## src/rtl/mult_div_unit.sv

```systemverilog
// Multi-cycle MULT/MULTU/DIV/DIVU engine for the execute stage.
// Produces {hi,lo} with a one-cycle done pulse; flush aborts.
module mult_div_unit #(
  parameter int MUL_LAT    = 2,
  parameter int DIV_CYCLES = 32
) (
  input  logic        clk,
  input  logic        reset,
  input  logic        start,
  input  logic [1:0]  op,
  input  logic [31:0] a,
  input  logic [31:0] b,
  input  logic        flush,
  output logic [31:0] hi,
  output logic [31:0] lo,
  output logic        done,
  output logic        busy
);

  localparam logic [2:0] S_IDLE = 3'd0;
  localparam logic [2:0] S_MUL  = 3'd1;
  localparam logic [2:0] S_DIV  = 3'd2;
  localparam logic [2:0] S_FIX  = 3'd3;
  localparam logic [2:0] S_DONE = 3'd4;

  localparam int PD = (MUL_LAT > 1) ? MUL_LAT - 1 : 1;

  logic [2:0]  state_q, state_d;
  logic [7:0]  cnt_q, cnt_d;
  logic [63:0] pipe_q [PD];
  logic [31:0] hi_q, lo_q;
  logic [31:0] dvd_q, dvs_q, rem_q;
  logic        negq_q, negr_q;

  logic        sgn, go;
  logic [31:0] a_abs, b_abs;
  logic [63:0] ea, eb, prod;
  logic [32:0] rem_sh;
  logic        ge;
  logic [31:0] rem_d;
  logic [31:0] quo_fix, rem_fix;

  assign sgn   = ~op[0];
  assign go    = start & ~flush;
  assign a_abs = (sgn & a[31]) ? -a : a;
  assign b_abs = (sgn & b[31]) ? -b : b;

  // Low 64 bits of the sign-extended product are exact for both MULT and MULTU
  assign ea   = {{32{sgn & a[31]}}, a};
  assign eb   = {{32{sgn & b[31]}}, b};
  assign prod = ea * eb;

  assign rem_sh = {rem_q, dvd_q[31]};
  assign ge     = rem_sh >= {1'b0, dvs_q};
  assign rem_d  = ge ? 32'(rem_sh - {1'b0, dvs_q})
                     : rem_sh[31:0];

  assign quo_fix = negq_q ? -dvd_q : dvd_q;
  assign rem_fix = negr_q ? -rem_q : rem_q;

  always_comb begin
    state_d = state_q;
    cnt_d   = cnt_q;
    case (state_q)
      S_IDLE: begin
        if (go) begin
          if (!op[1]) begin
            state_d = (MUL_LAT == 1) ? S_DONE : S_MUL;
            cnt_d   = 8'd1;
          end else begin
            state_d = S_DIV;
            cnt_d   = 8'd0;
          end
        end
      end
      S_MUL: begin
        if (cnt_q == 8'(MUL_LAT - 1)) state_d = S_DONE;
        else cnt_d = cnt_q + 8'd1;
      end
      S_DIV: begin
        if (cnt_q == 8'(DIV_CYCLES - 1)) state_d = S_FIX;
        else cnt_d = cnt_q + 8'd1;
      end
      S_FIX:   state_d = S_DONE;
      S_DONE:  state_d = S_IDLE;
      default: state_d = S_IDLE;
    endcase
    if (flush && state_q != S_IDLE) state_d = S_IDLE;
  end

  always_ff @(posedge clk or posedge reset) begin
    if (reset) begin
      state_q <= S_IDLE;
      cnt_q   <= '0;
    end else begin
      state_q <= state_d;
      cnt_q   <= cnt_d;
    end
  end

  always_ff @(posedge clk or posedge reset) begin
    if (reset) begin
      for (int i = 0; i < PD; i++) pipe_q[i] <= '0;
      hi_q   <= '0;
      lo_q   <= '0;
      dvd_q  <= '0;
      dvs_q  <= '0;
      rem_q  <= '0;
      negq_q <= 1'b0;
      negr_q <= 1'b0;
    end else begin
      case (state_q)
        S_IDLE: begin
          if (go) begin
            pipe_q[0] <= prod;
            if (MUL_LAT == 1 && !op[1]) {hi_q, lo_q} <= prod;
            dvd_q  <= a_abs;
            dvs_q  <= b_abs;
            rem_q  <= '0;
            // Divide-by-zero keeps the all-ones quotient unsigned
            negq_q <= sgn & (a[31] ^ b[31]) & (b != '0);
            negr_q <= sgn & a[31];
          end
        end
        S_MUL: begin
          for (int i = 1; i < PD; i++) pipe_q[i] <= pipe_q[i-1];
          if (!flush && cnt_q == 8'(MUL_LAT - 1))
            {hi_q, lo_q} <= pipe_q[PD-1];
        end
        S_DIV: begin
          rem_q <= rem_d;
          dvd_q <= {dvd_q[30:0], ge};
        end
        S_FIX: begin
          if (!flush) begin
            hi_q <= rem_fix;
            lo_q <= quo_fix;
          end
        end
        default: ;
      endcase
    end
  end

  assign hi   = hi_q;
  assign lo   = lo_q;
  assign done = (state_q == S_DONE);
  assign busy = (state_q == S_MUL) || (state_q == S_DIV) ||
                (state_q == S_FIX);

endmodule
```

## config.mk

```make
export PLATFORM = sky130hd
export DESIGN_NAME = mult_div_unit
export DESIGN_NICKNAME = d
export VERILOG_FILES = /design/src/rtl/mult_div_unit.sv
export SDC_FILE = /design/constraint.sdc
export NUM_CORES = 2
export LEC_CHECK = 0
export BUFFER_PORTS_ARGS = -buffer_cell sky130_fd_sc_hd__clkbuf_2
export CAP_MARGIN = 0
export CORE_MARGIN = 5
export CORE_UTILIZATION = 40
export DETAILED_ROUTE_END_ITERATION = 10
export HOLD_SLACK_MARGIN = 0.15
export PLACE_DENSITY_LB_ADDON = 0.05
export SYNTH_ARGS = -nofsm -noshare
export SYNTH_HDL_FRONTEND = slang
export SYNTH_SLANG_ARGS = --single-unit
```

## constraint.sdc

```tcl
create_clock -name clk -period 9.6 [get_ports clk]
set_input_delay 1.92 -clock clk [delete_from_list [all_inputs] [get_ports clk]]
set_output_delay 1.92 -clock clk [all_outputs]
set_load 0.02 [all_outputs]
```

# Word level (Yosys, flattened, before mapping)
# Cells that the tools add are included.
op_classes:
  eq_ne: 14
  magnitude_cmp: 1
  mul: 1
  n_addsub: 6
  bitwise_logic: 8
  muxes: 26
  reduce_logical: 16
op_table:
  columns: ["op", "n"]
  rows:
  - ["$mux 32", 11]
  - ["$pmux 32 s2", 4]
  - ["$neg 32->32", 4]
  - ["$mul 33x33->64", 1]
  - ["$ge 33x32->1", 1]
  - ["$reduce_bool 32->1", 1]
  - ["$sub 32x32->32", 1]
  - ["$mux 8", 3]
  - ["$pmux 8 s3", 1]
  - ["$mux 3", 4]
  - ["$pmux 3 s4", 1]
  - ["$ne 2x2->1 const B", 5]
  - ["$ne 3x3->1 const B", 3]
  - ["$add 8x1->8 const B", 1]
  - ["$eq 8x1->1 const B", 1]
  - ["$eq 8x5->1 const B", 1]
  - ["$eq 3x2->1 const B", 2]
  - ["$reduce_and 3->1", 2]
  - ["$reduce_bool 3->1", 2]
  - ["$and 1x1->1", 5]
  - ["$reduce_and 2->1", 2]
  - ["$reduce_and 4->1", 1]
  - ["$reduce_bool 2->1", 2]
  - ["$eq 3x1->1 const B", 1]
  - ["other kinds (9)", 12]
totals:
  regBits: 237
  out_inout_bits: 66
  inputBits: 70
  elab_cells: 82

# Logic depth before layout (Yosys ltp)
logic_depth:
  depth_word: 5
  ltp_mapped: 30
  ltp_nobuf: 28

# Worst setup path after synthesis
# OpenSTA, ideal clock, no wires.
synth_timing:
  kind: "input-to-reg"
  startpoint: "in a[31]"
  endpoint: "reg pipe_q[63] in the netlist's numbering"
  path_slack_ns: 0.027
  path_buffers: 3
  stages: 29
  t_arrival_ns: 9.478
  cell_sequence: "nor2b_1 clkbuf_1 clkbuf_1 nand2_1 inv_1 fa_1 fa_1 fa_1 inv_1 fa_1 inv_1 fa_1 fa_1 fa_1 inv_1 fa_1 inv_1 ha_1 clkbuf_1 a21o_1 a21o_1 a21oi_1 o221ai_1 o31ai_1 a31oi_1 o21ai_0 a21boi_0 o21a_1 o31ai_1"
synth_via:
  elab_chain_cells: 2
synth_lines:
  columns: ["element", "line", "text"]
  rows:
  - ["start, declared", "11", "input logic [31:0] a,"]
  - ["$and 1x1->1", "49", "assign ea = {{32{sgn & a[31]}}, a};"]
  - ["$mul 33x33->64 (*)", "51", "assign prod = ea * eb;"]
  - ["end, declared", "30", "logic [63:0] pipe_q [PD];"]
# Every way passes the cells marked *; elsewhere a longest branch is shown, timed or not.
# A chain may end at the register's enable or synchronous reset.

# Final worst setup path
layout_timing:
  startpoint: "in a[31]"
  endpoint: "reg pipe_q[54] in the netlist's numbering"
# The elaborated chain is that of the path after synthesis.

==> results_dict.tcl <==
set metrics [dict create \
    cts.path.max_buffers 3 \
    crit_type "in -> reg" \
    post-cts-setup-buffer-count 0 \
    synthXorXnorAreaFrac_pct 3.81 \
    ys_async_sr_fraction_pct 100 \
    tightest_slew_ps 904 \
    core_sq_um 129000 \
    clk_pin_slew_ps 70 \
    rsz0062_at_grt "no" \
    worstSkewPairLatency_ps 560 \
    min_path_type "reg -> reg" \
    gr-usage-all-layers_pct 26.0 \
    slew_headroom_pct 39.7 \
    startpoint_type "input port" \
    synthCells 5836 \
    finalHoldViolations 0 \
    worstRegToRegCells 12 \
    post_cts_resized 0 \
    synthSimpleGateAreaFrac_pct 15.5 \
    ys_seq_area_share_pct 11.5 \
    min_path_cells 2 \
    drt_iter0_drc 2655 \
    cts_buffers 24 \
    place.detailed.hpwl_mm 145 \
    ios 136 \
    yosysUniqueCellTypes 69 \
    htree_num_levels 1 \
    synth_fa_ha_area_share_pct 49.6 \
    port_buffers 135 \
    syn_area_per_cell_sq_um 8.87 \
    grt_max_degree 174 \
    clock.fmax_mhz 109 \
    first_pass_iters 5 \
    die_y_microns 370 \
    drc 0 \
    fin_area_sq_um 57900 \
    finalSetupViolations 0 \
    crit_fanout 10 \
    placed_cell_area_sq_um 57000 \
    synth_top_area_cell "fa_1" \
    netlist_area_sq_um 51800 \
    grt.overflow.total 0 \
    synth_top_family_by_area "adder cells" \
    synth_top_area_share_pct 43.5 \
    gp_congestion 0.898 \
    cap_violations 0 \
    fin_cells 7783 \
    timing.setup.tns_ps 0 \
    grt_pass1_wl_mm 269 \
    synth_edf_count 0 \
    required_ps 10010 \
    crit_slowest_cell "fa_1" \
    ys.flop_type "dfrtp_1" \
    hold_buffers 0 \
    synthTopCellsByArea "fa_1 (44%), dfrtp_1 (11%), inv_1 (8.4%)" \
    antenna_left 0 \
    drt_wl_total_mm 175 \
    grt_pass1_vias 42134 \
    drive_above_1_share_pct 9.74 \
    vias_per_cell 5.07 \
    cp.arrival_ps 9600 \
    synth_common_cells "inv_1 (1161), fa_1 (1126), nand2_1 (1009)" \
    fill_cells 12940 \
    status "completed" \
    wl_per_cell_microns 22.4 \
    fp.dieArea_sq_um 137000 \
    finClkSkew_ps 17.5 \
    dieWidth_microns 370 \
    rows 132 \
    ys_ff_latch 237 \
    tritoncts "yes" \
    synth_fp_nets 7283 \
    slowest_delay_ps 650 \
    drv_slew 0 \
    yosysMostFrequentCell "inv_1" \
    nets 7465 \
    cts_sinks 237 \
    syn_to_final_growth_pct 11.8 \
    end_kind "flop" \
    muxShareOfSynthArea_pct 0.602 \
    initial_utilization_pct 40.1 \
    antenna_found_initial 17 \
    post-route-min-period_ps 9190 \
    vias 39449 \
    crit_top_cell "fa_1" \
    synth_compound_area_share_pct 7.98 \
    synth_warnings 0 \
    root_buffer "clkbuf_16" \
    placedCellCount 7734 \
    fin_crit_sh_pct 95.7 \
]
## final timing paths
kind	from	to	slack, ps
worst max register to register	rem_q[2]$_DFFE_PP0P_	rem_q[29]$_DFFE_PP0P_	5860
min in group asynchronous	reset	hi[22]$_DFFE_PP0P_	1480
max in group asynchronous	reset	lo[15]$_DFFE_PP0P_	6850
worst min-delay path	pipe_q[3]$_DFFE_PP0P_	pipe_q[3]$_DFFE_PP0P_	470
worst min register to register	pipe_q[3]$_DFFE_PP0P_	pipe_q[3]$_DFFE_PP0P_	470
worst max-delay path	a[31]	pipe_q[54]$_DFFE_PP0P_	410
## cell families (layout without fill, tap and decap cells)
group | Yosys count | in the layout
compound gates | 696 | 696
xor+xnor | 225 | 225
fa+ha+maj | 1377 | 1377
buf+inv | 1524 | 1723
flops | 237 | 237
mux | 31 | 31
other cells | 0 | 6
simple gates | 1746 | 1746
## metal layers
layer / GRT usage (%) / wire length [microns] / vias to the layer above
met2: 40.1 / 76300 / 983
met4: 4.50 / 3230 / 4
met1: 39.9 / 84700 / 20456
met5: 0 / 23 / -
met3: 3.14 / 10300 / 114
li1: - / - / 17892
## cell usage in the layout, fill, tap and decap left out, types with 9 or more instances in the layout
| cell type | instances |
|---|---|
| xor2_1 | 118 |
| a211oi_1 | 12 |
| nor3_1 | 37 |
| xnor2_1 | 107 |
| buf_4 | 319 |
| ha_1 | 251 |
| nand2_1 | 1008 |
| o211ai_1 | 14 |
| o41ai_1 | 9 |
| mux2i_1 | 30 |
| and2_1 | 370 |
| o31ai_1 | 28 |
| clkbuf_2 | 135 |
| a22oi_1 | 32 |
| o21ai_0 | 324 |
| fa_1 | 1126 |
| nor2_1 | 128 |
| nand2b_1 | 24 |
| o21ai_1 | 14 |
| clkbuf_16 | 24 |
| dfrtp_1 | 237 |
| buf_12 | 64 |
| o21bai_1 | 19 |
| nor2b_1 | 10 |
| or4_1 | 9 |
| a21o_1 | 38 |
| or3_1 | 21 |
| and3_1 | 15 |
| a31oi_1 | 17 |
| inv_1 | 1160 |
| nand4_1 | 27 |
| nand3_1 | 59 |
| a21oi_1 | 131 |
## state kept, by name (all words and copies together), names as in the netlist
| signal | count |
|---|---|
| lo | 32 |
| dvs_q | 32 |
| negq_q | 1 |
| hi | 32 |
| dvd_q | 32 |
| cnt_q | 8 |
| rem_q | 32 |
| pipe_q | 64 |
| state_q | 3 |
| negr_q | 1 |
## per-stage QoR
| stage | setup WS [ps] | hold slack (ps) | utilization [%] |
|---|---|---|---|
| finish | 409 | 471 | 44.8 |
| detailed placement | -283 | 458 | 44.1 |
| global route | 37.8 | 481 | 44.8 |
| floorplan | 26.7 | 433 | - |
| global placement | -212 | 454 | 44.1 |
| CTS | 317 | 476 | 44.8 |
## area by class of cell
cell class / instances / area [sq um] / share of cell area [%]
repair buffers: 518 / 4350 / 7.52
multi-input cells: 4075 / 40200 / 69.4
clock inverters: 11 / 176 / 0.305
clock buffers: 32 / 691 / 1.19
well taps: 1742 / 2180 / 3.77
inverters: 1162 / 4370 / 7.55
flip-flops and latches: 237 / 5930 / 10.2
diodes: 6 / 15.0 / 0.0259
## worst max-delay path: cells and delay by family
kind | cells | cell delay (ps)
buffers and inverters | 11 | 1710
adders and majority gates | 9 | 4200
xor gates and xnor gates | 1 | 300
AOI/OAI and AO/OA | 6 | 990
and+or+nand+nor | 2 | 460
Power is left out: the tool's default activity adds up to more than one toggle a clock period on the data nets, which glitch-free logic cannot reach.
